--- src/rtl/wb_ram_arbiter.sv ---
// rtl/wb_ram_arbiter.sv - N-master Wishbone B3 round-robin arbiter with burst-aware quantum preemption
// Optional slave watchdog returning err on a hung access is built when WB_ARB_TIMEOUT_EN is defined.
module wb_ram_arbiter #(
  parameter int NUM_MASTERS = 3,
  parameter int DW          = 32,
  parameter int AW          = 32,
  parameter int QUANTUM     = 4,
  parameter int TIMEOUT     = 256
) (
  input  logic                      wb_clk,
  input  logic                      wb_rst_n,
  input  logic [NUM_MASTERS*AW-1:0] wbm_adr_i,
  input  logic [NUM_MASTERS*DW-1:0] wbm_dat_i,
  input  logic [NUM_MASTERS*DW/8-1:0] wbm_sel_i,
  input  logic [NUM_MASTERS*3-1:0]  wbm_cti_i,
  input  logic [NUM_MASTERS*2-1:0]  wbm_bte_i,
  input  logic [NUM_MASTERS-1:0]    wbm_cyc_i,
  input  logic [NUM_MASTERS-1:0]    wbm_stb_i,
  input  logic [NUM_MASTERS-1:0]    wbm_we_i,
  output logic [DW-1:0]             wbm_dat_o,
  output logic [NUM_MASTERS-1:0]    wbm_ack_o,
  output logic [NUM_MASTERS-1:0]    wbm_err_o,
  output logic [NUM_MASTERS-1:0]    wbm_rty_o,
  output logic [AW-1:0]             wbs_adr_o,
  output logic [DW-1:0]             wbs_dat_o,
  output logic [DW/8-1:0]           wbs_sel_o,
  output logic [2:0]                wbs_cti_o,
  output logic [1:0]                wbs_bte_o,
  output logic                      wbs_cyc_o,
  output logic                      wbs_stb_o,
  output logic                      wbs_we_o,
  input  logic [DW-1:0]             wbs_dat_i,
  input  logic                      wbs_ack_i,
  output logic [NUM_MASTERS-1:0]    grant_o
);

  localparam int PW      = (NUM_MASTERS > 1) ? $clog2(NUM_MASTERS) : 1;
  localparam int QW      = $clog2(QUANTUM + 2);
  localparam int SW      = DW / 8;
  localparam int QLAST_I = (QUANTUM > 0) ? QUANTUM - 1 : 0;

  typedef enum logic {S_IDLE, S_OWN} state_t;

  state_t                 r_state, w_state_nxt;
  logic [NUM_MASTERS-1:0] r_grant, w_grant_nxt;
  logic [PW-1:0]          r_ptr, w_ptr_nxt;
  logic [QW-1:0]          r_qcnt;
  logic [PW-1:0]          w_win_idx;
  logic                   w_win_found;
  logic                   w_own, w_g_cyc, w_other, w_compl, w_preempt, w_wd_fire;
  logic [2:0]             w_g_cti;

  // While a grant is held, r_ptr is the granted index, so it doubles as the mux select.
  assign w_own     = (r_state == S_OWN);
  assign w_g_cyc   = w_own & wbm_cyc_i[r_ptr];
  assign w_g_cti   = wbm_cti_i[int'(r_ptr)*3 +: 3];
  assign w_other   = |(wbm_cyc_i & ~r_grant);
  assign w_compl   = w_own & wbs_ack_i & ((w_g_cti == 3'b000) | (w_g_cti == 3'b111));
  assign w_preempt = (QUANTUM != 0) & w_compl & (r_qcnt == QW'(QLAST_I)) & w_other;

  always_comb begin
    int w_idx;
    w_idx       = 0;
    w_win_idx   = r_ptr;
    w_win_found = 1'b0;
    for (int i = 1; i <= NUM_MASTERS; i++) begin
      w_idx = (int'(r_ptr) + i) % NUM_MASTERS;
      if (!w_win_found && wbm_cyc_i[w_idx]) begin
        w_win_found = 1'b1;
        w_win_idx   = PW'(w_idx);
      end
    end
  end

`ifdef WB_ARB_TIMEOUT_EN
  localparam int WW = $clog2(TIMEOUT) + 1;
  logic [WW-1:0] r_wdog;

  assign w_wd_fire = w_own & wbs_stb_o & ~wbs_ack_i & (r_wdog == WW'(TIMEOUT - 1));

  always_ff @(posedge wb_clk) begin
    if (!wb_rst_n || !w_own || wbs_ack_i) begin
      r_wdog <= '0;
    end else if (wbs_stb_o) begin
      r_wdog <= r_wdog + 1'b1;
    end
  end
`else
  assign w_wd_fire = 1'b0;
`endif

  always_ff @(posedge wb_clk) begin
    if (!wb_rst_n) begin
      r_state <= S_IDLE;
      r_grant <= '0;
      r_ptr   <= '0;
    end else begin
      r_state <= w_state_nxt;
      r_grant <= w_grant_nxt;
      r_ptr   <= w_ptr_nxt;
    end
  end

  always_ff @(posedge wb_clk) begin
    if (!wb_rst_n || !w_own) begin
      r_qcnt <= '0;
    end else if (w_compl && r_qcnt != QW'(QUANTUM)) begin
      r_qcnt <= r_qcnt + 1'b1;
    end
  end

  always_comb begin
    w_state_nxt = r_state;
    w_grant_nxt = r_grant;
    w_ptr_nxt   = r_ptr;
    case (r_state)
      S_IDLE: begin
        if (w_win_found) begin
          w_state_nxt            = S_OWN;
          w_grant_nxt            = '0;
          w_grant_nxt[w_win_idx] = 1'b1;
          w_ptr_nxt              = w_win_idx;
        end
      end
      default: begin
        if (!w_g_cyc || w_preempt || w_wd_fire) begin
          w_state_nxt = S_IDLE;
          w_grant_nxt = '0;
        end
      end
    endcase
  end

  always_comb begin
    wbs_adr_o = '0;
    wbs_dat_o = '0;
    wbs_sel_o = '0;
    wbs_cti_o = '0;
    wbs_bte_o = '0;
    wbs_cyc_o = 1'b0;
    wbs_stb_o = 1'b0;
    wbs_we_o  = 1'b0;
    if (w_own) begin
      wbs_adr_o = wbm_adr_i[int'(r_ptr)*AW +: AW];
      wbs_dat_o = wbm_dat_i[int'(r_ptr)*DW +: DW];
      wbs_sel_o = wbm_sel_i[int'(r_ptr)*SW +: SW];
      wbs_cti_o = w_g_cti;
      wbs_bte_o = wbm_bte_i[int'(r_ptr)*2 +: 2];
      wbs_cyc_o = w_g_cyc;
      wbs_stb_o = wbm_stb_i[r_ptr];
      wbs_we_o  = wbm_we_i[r_ptr];
    end
    wbm_ack_o = {NUM_MASTERS{wbs_ack_i & wb_rst_n}} & r_grant;
    wbm_err_o = {NUM_MASTERS{w_wd_fire & wb_rst_n}} & r_grant;
    wbm_rty_o = '0;
    wbm_dat_o = wbs_dat_i;
    grant_o   = r_grant;
  end

endmodule

--- config.mk ---
export PLATFORM = sky130hd
export DESIGN_NAME = wb_ram_arbiter
export DESIGN_NICKNAME = d
export VERILOG_FILES = /design/src/rtl/wb_ram_arbiter.sv
export SDC_FILE = /design/constraint.sdc
export NUM_CORES = 1
export LEC_CHECK = 0
export CELL_PAD_IN_SITES_DETAIL_PLACEMENT = 1
export CELL_PAD_IN_SITES_GLOBAL_PLACEMENT = 2
export CORE_ASPECT_RATIO = 1.2
export CORE_UTILIZATION = 10
export CTS_CLUSTER_DIAMETER = 200
export DETAILED_ROUTE_END_ITERATION = 7
export PLACE_DENSITY_LB_ADDON = 0.1
export SLEW_MARGIN = 20
export SYNTH_ARGS = -nofsm -noshare
export SYNTH_HDL_FRONTEND = slang
export SYNTH_SLANG_ARGS = --single-unit
--- constraint.sdc ---
create_clock -name wb_clk -period 2.6 [get_ports wb_clk]
set_clock_uncertainty 0.1 [all_clocks]
set_input_delay 0.65 -clock wb_clk [delete_from_list [all_inputs] [get_ports wb_clk]]
set_output_delay 0.65 -clock wb_clk [all_outputs]
set_load 0.02 [all_outputs]
[Word-level counts from Yosys, hierarchy flattened]
Cells that the tools add are included.
Cells by class
  add/subtract/negate cells: 4
  $mul: 1
  div/mod/pow operators: 3
  magnitude comparators: 6
  equality and inequality tests: 4
  shifts and indexed selects: 5
  mux-type cells: 37
  bitwise gates (word level): 11
  reductions and logical operators: 16
Operator list (count)
  $shiftx 96x8->32: 2
  $lt 32x4->1 const B: 3
  $mod 32x3->32 const B: 3
  $mux 32: 2
  $mux 1: 19
  $bmux 1 s2: 6
  $mux 3: 4
  $shiftx 12x5->4: 1
  $shiftx 9x5->3: 1
  $mux 2: 4
  $add 2x2->3 const B: 2
  $and 1x1->1: 6
  $and 3x3->3: 2
  $lt 2x3->1 const B: 2
  $shiftx 6x4->2: 1
  $logic_not 1->1: 5
  $logic_and 1x1->1: 4
  $mul 2x2->4 const B: 1
  $mux 4: 1
  $reduce_and 2->1: 2
  $add 2x1->3 const B: 1
  $add 3x1->3 const B: 1
  $eq 3x2->1 const B: 1
  $eq 3x3->1 const B: 1
  11 further kinds: 12
Word-level totals
  flip-flop bits (word level): 9
  output and inout port bits: 120
  word-level logic and storage cells: 91

[Longest topological paths before layout]
  word-level depth: 18
  depth in mapped cells: 11
  mapped depth without buffers: 8

[Worst setup path after synthesis]
No wires, ideal clock.
  kind: reg2reg
  start: reg r_ptr[0]
  end: reg r_ptr[1]
  setup time: 0.132 ns
  arrival: 2.054 ns
  data required time: 2.368 ns
  slack: 0.314 ns
  cell stages (with the launch flop): 9
  path buffers: 1
  clock period less this slack: 2.286 ns
  cells stage by stage: dfxtp_1 clkbuf_1 inv_1 ha_1 nor2b_1 o21ai_1 nand3_1 o32ai_1 o22ai_1
On the way
  longest elaborated chain between the ends: 13
RTL lines
  start, declared: line 46  | logic [PW-1:0] r_ptr, w_ptr_nxt;
  start signal, assigned: line 100  | r_ptr <= w_ptr_nxt;
  $add 2x1->3: line 67  | w_idx = (int'(r_ptr) + i) % NUM_MASTERS;
  $mod 32x3->32: line 67
  $bmux 1 s2: line 68  | if (!w_win_found && wbm_cyc_i[w_idx]) begin
  $mux 1 (implied by the code) (2 in a row): line 68
  $mux 1: line 68
  $logic_not 1->1: line 68
  $logic_and 1x1->1: line 68
  $mux 1: line 68
  $logic_not 1->1: line 68
  $logic_and 1x1->1: line 68
  $mux 1: line 68
  $reduce_and 2->1 (no source line)
Parallel ways exist; a longest one is shown, timed or not. The select of a mux whose other input is x is not followed.
A chain may end at the register's enable or synchronous reset.

[Worst setup path in the final report]
  start: in wbm_adr_i[5]
  end: out wbs_adr_o[5]
On the way
  longest elaborated chain between the ends: 2
RTL lines
  start, declared: line 12  | input logic [NUM_MASTERS*AW-1:0] wbm_adr_i,
  $shiftx 96x8->32: line 144  | wbs_adr_o = wbm_adr_i[int'(r_ptr)*AW +: AW];
  $mux 32: line 143  | if (w_own) begin
  end, declared: line 24  | output logic [AW-1:0] wbs_adr_o,
Every way passes these cells.

==> tab_implementation.tex <==
\begin{tabular}{lr}
\hline
Metric & Value \\
\hline
\multicolumn{2}{l}{\textbf{Global routing}} \\
Number of global-route vias before repair & 4806 \\
Overall global routing resource usage & 12.0\% \\
Largest net degree at the start of global routing & 47 \\
First-pass GRT wire length & 27.1 mm \\
Initial antenna violation count & 0 \\
Grt ovf & 0 \\
\multicolumn{2}{l}{\textbf{STA}} \\
Fin. max-slew vios & 0 \\
Final-report setup violation count & 0 \\
Top achievable clock speed & 0.392 GHz \\
RSZ-0062 raised after global routing & yes \\
Worst-margin pin slew & 0.547 ns \\
Final worst path period need & 2.55 ns \\
Final Hold Violating Endpoints & 0 \\
Headroom to the max-slew limit & 63.4\% \\
Final clock period utilization by the worst path & 98.0\% \\
Final worst setup slack & 0.0511 ns \\
\multicolumn{2}{l}{\textbf{Clock tree}} \\
Reg clk slew, reported paths & 0.04 ns \\
Sink count of the clock tree & 9 \\
Clk\_lat worst skew & 0.23 ns \\
CTS H-tree depth & 1 \\
Maximum buffer depth of the clock tree & 2 \\
Clock tree root buffer cell & clkbuf\_16 \\
Number of buffers inserted for hold repair after clock tree synthesis & 0 \\
CTS tree & built \\
Number of buffers created by CTS & 3 \\
\multicolumn{2}{l}{\textbf{Cells and area}} \\
Sequential cell area & 188 um\^{}2 \\
Total area of multi-input combinational cells & 2300 um\^{}2 \\
Final Instance Count excl. Fillers & 1142 \\
Layout cells sized above 1 & 12.5\% \\
Area grow syn2layout & 126\% \\
Number of fillers in the final layout & 3455 \\
Area of all placed cells without fillers & 6500 um\^{}2 \\
Antenna diode count & 0 \\
Final net count & 1033 \\
\multicolumn{2}{l}{\textbf{Setup path}} \\
Required time at the endpoint of the critical path & 1.85 ns \\
Data arrival time of the critical path & 1.80 ns \\
Worst setup path class & input port to output pin \\
Worst-path maximum fanout & 1 \\
Slack of the worst reg-to-reg path & 0.15 ns \\
Critical path capture point type & output pin \\
Depth of the worst register-to-register path & 9 \\
Worst reg2reg path startpoint & r\_ptr[0]\$\_SDFFE\_PN0P\_ \\
Critical path launch point type & input port \\
R2r endpoint & grant\_o[0]\$\_SDFFE\_PN0P\_ \\
\multicolumn{2}{l}{\textbf{Logic synthesis}} \\
Share of synthesized area occupied by flip-flops and latches & 6.25\% \\
Share of synthesized area spent on multiplexers & 27.1\% \\
Top cells by area, synth & mux2i\_1 27\%, nor2\_1 20\%, a21oi\_1 14\% \\
Number of register bits inferred by synthesis & 9 \\
Number of synthesis warnings & 0 \\
Top cells by count, synth & 151 x nor2\_1, 79 x a21oi\_1, 78 x mux2i\_1, 39 x buf\_4, 24 x clkbuf\_1 \\
Dominant combinational cell family by area after synthesis & multiplexers \\
Xor and xnor fraction of the mapped netlist area & 0\% \\
Distinct cells, synth & 41 \\
Top-area cell type share of the netlist area & 27.1\% \\
Mean instance size in the synthesized netlist & 6.14 um\^{}2 \\
Synth Area in Simple Gates & 26.8\% \\
Main synth FF type & dfxtp\_1 \\
Netlist area before placement & 2880 um\^{}2 \\
Biggest area consumer among synthesized cells & mux2i\_1 \\
Fraction of synthesis flops using an asynchronous set or reset pin & 0\% \\
Most common cell in the netlist & nor2\_1 \\
Compound-cell area share of the yosys netlist & 21.0\% \\
Adder-cell share of the synthesized area & 2.60\% \\
Number of standard cells after synthesis & 470 \\
Number of enable-type register cells in the synthesized netlist & 0 \\
\multicolumn{2}{l}{\textbf{Hold path}} \\
Instance count along the most critical hold path & 2 \\
Hold\_sp & r\_qcnt[2]\$\_SDFFE\_PP0P\_ \\
Hold crit path type & flop to flop \\
Hold-critical path endpoint & r\_qcnt[2]\$\_SDFFE\_PP0P\_ \\
\multicolumn{2}{l}{\textbf{Routing}} \\
Avg WL per Cell & 16.3 um \\
Via Count & 4386 \\
Detail Route Antenna Nets & 0 \\
DR DRC count & 0 \\
Detailed-router iteration count before antenna repair & 4 \\
Routed vias/inst & 3.84 \\
Final routed wirelength across all metal layers & 18.6 mm \\
Number of DRC violations after detailed-routing iteration 0 & 61 \\
\multicolumn{2}{l}{\textbf{Job}} \\
Max Cap Violations & 0 \\
\multicolumn{2}{l}{\textbf{Pwr}} \\
Power after layout & 4.82 mW \\
Maximum vdd drop & 0.226 mV \\
Leak pwr & 2.59 nW \\
Areal power density over the cells & 742 nW/um\^{}2 \\
\multicolumn{2}{l}{\textbf{Placement}} \\
Setup slack after placement & -0.406 ns \\
Port Buffers & 312 \\
Post-detailed-placement half-perimeter wirelength & 15.2 mm \\
Number of cells in the design after placement & 1126 \\
Area post-placement & 6440 um\^{}2 \\
RePlAce Congestion & 0.733 \\
\multicolumn{2}{l}{\textbf{Floorplan}} \\
Top Ports & 383 \\
Core Area & 28200 um\^{}2 \\
Die width & 157 um \\
Overall die height & 188 um \\
Total Die Area & 29500 um\^{}2 \\
Initial Utilization & 10.2\% \\
Number of core rows & 67 \\
\multicolumn{2}{l}{\textbf{Run status}} \\
Outcome & complete, no violations \\
\hline
\end{tabular}
## cell type report
cell class                      instances  share of cell area [%]
Inverter                                8                   0.462
Multi-Input combinational cell        384                    35.4
Timing Repair Buffer                  358                    52.8
Clock inverter                          1                  0.0769
Clock buffer                            3                    1.15
Sequential cell                         9                    2.89
Tap cell                              379                    7.29
## worst max path at each step
stage | startpoint | endpoint | slack (ns) | cells after the start
global placement | wbm_cti_i[8] | wbs_cti_o[2] | -0.36 | 5
detailed placement | wbm_cti_i[0] | wbs_cti_o[0] | -0.41 | 5
global route | r_ptr[1]$_SDFFE_PN0P_ | wbs_dat_o[16] | -0.03 | 6
CTS | wbm_dat_i[28] | wbs_dat_o[28] | 0.0008 | 6
floorplan | r_ptr[0]$_SDFFE_PN0P_ | r_ptr[1]$_SDFFE_PN0P_ | 0.31 | 8
finish | wbm_adr_i[5] | wbs_adr_o[5] | 0.05 | 6
## power by group
| part | leakage [nW] | internal, mW | total [mW] | switching [mW] |
|---|---|---|---|---|
| registers | 0.0750 | 0.182 | 0.248 | 0.0654 |
| logic | 2.47 | 1.92 | 4.30 | 2.38 |
| clock network | 0.0409 | 0.203 | 0.274 | 0.0712 |
| total | 2.59 | 2.31 | 4.82 | 2.52 |
## metal layers
layer | GRT usage, % | up-vias | part of all wire, %
met5 | 0 | - | 0
met4 | 2.39 | 0 | 1.9
met3 | 3.21 | 24 | 7.2
met2 | 25.4 | 182 | 58
met1 | 10.9 | 2039 | 33
li1 | - | 2141 | -
## flip-flops by register name, summed over array words and instances, names as in the netlist
signal and count:
grant_o 3, r_qcnt 3, r_ptr 2, r_state 1
## timing repair
item                                    CTS  global route
resized for setup                       101            63
pin swaps                                 1             2
buffers inserted                          5             7
endpoints found under the setup margin   76            49
## metrics by stage
step	util [%]	TNS, ns	hold WS (ns)
global placement	22.9	-14.91	0.371
floorplan	-	0	0.357
detailed placement	22.9	-15.86	0.392
finish	23.1	0	0.390
global route	23.1	-0.0620	0.432
CTS	23.1	0	0.401
## layout by cell type (no fill, tap or decap), types with 4 or more instances in the layout
cell type          n
o21ai_0            4
dlygate4sd2_1     27
nand2_1           11
mux2i_1           76
nor2_1           151
inv_1              7
buf_4             38
clkdlybuf4s15_1   19
clkbuf_2          25
a21oi_1           78
conb_1             6
ha_1               6
clkdlybuf4s50_1  233
buf_12            11
dfxtp_1            7
## critical path, stage by stage
cell             delay (ns)
clkdlybuf4s50_1        0.46
mux2i_1                0.07
nor2_1                 0.11
a21oi_1                0.05
nor2_1                 0.16
clkdlybuf4s15_2        0.29
## cells by family after synthesis
kind of cell / count (synthesis)
multiplexers: 78
adder cells (fa/ha/maj): 6
AO/OA/AOI/OAI: 107
AND/OR/NAND/NOR: 187
buffers and inverters: 82
other: 1
flip-flops: 9
Power figures use the tool's default switching activity.
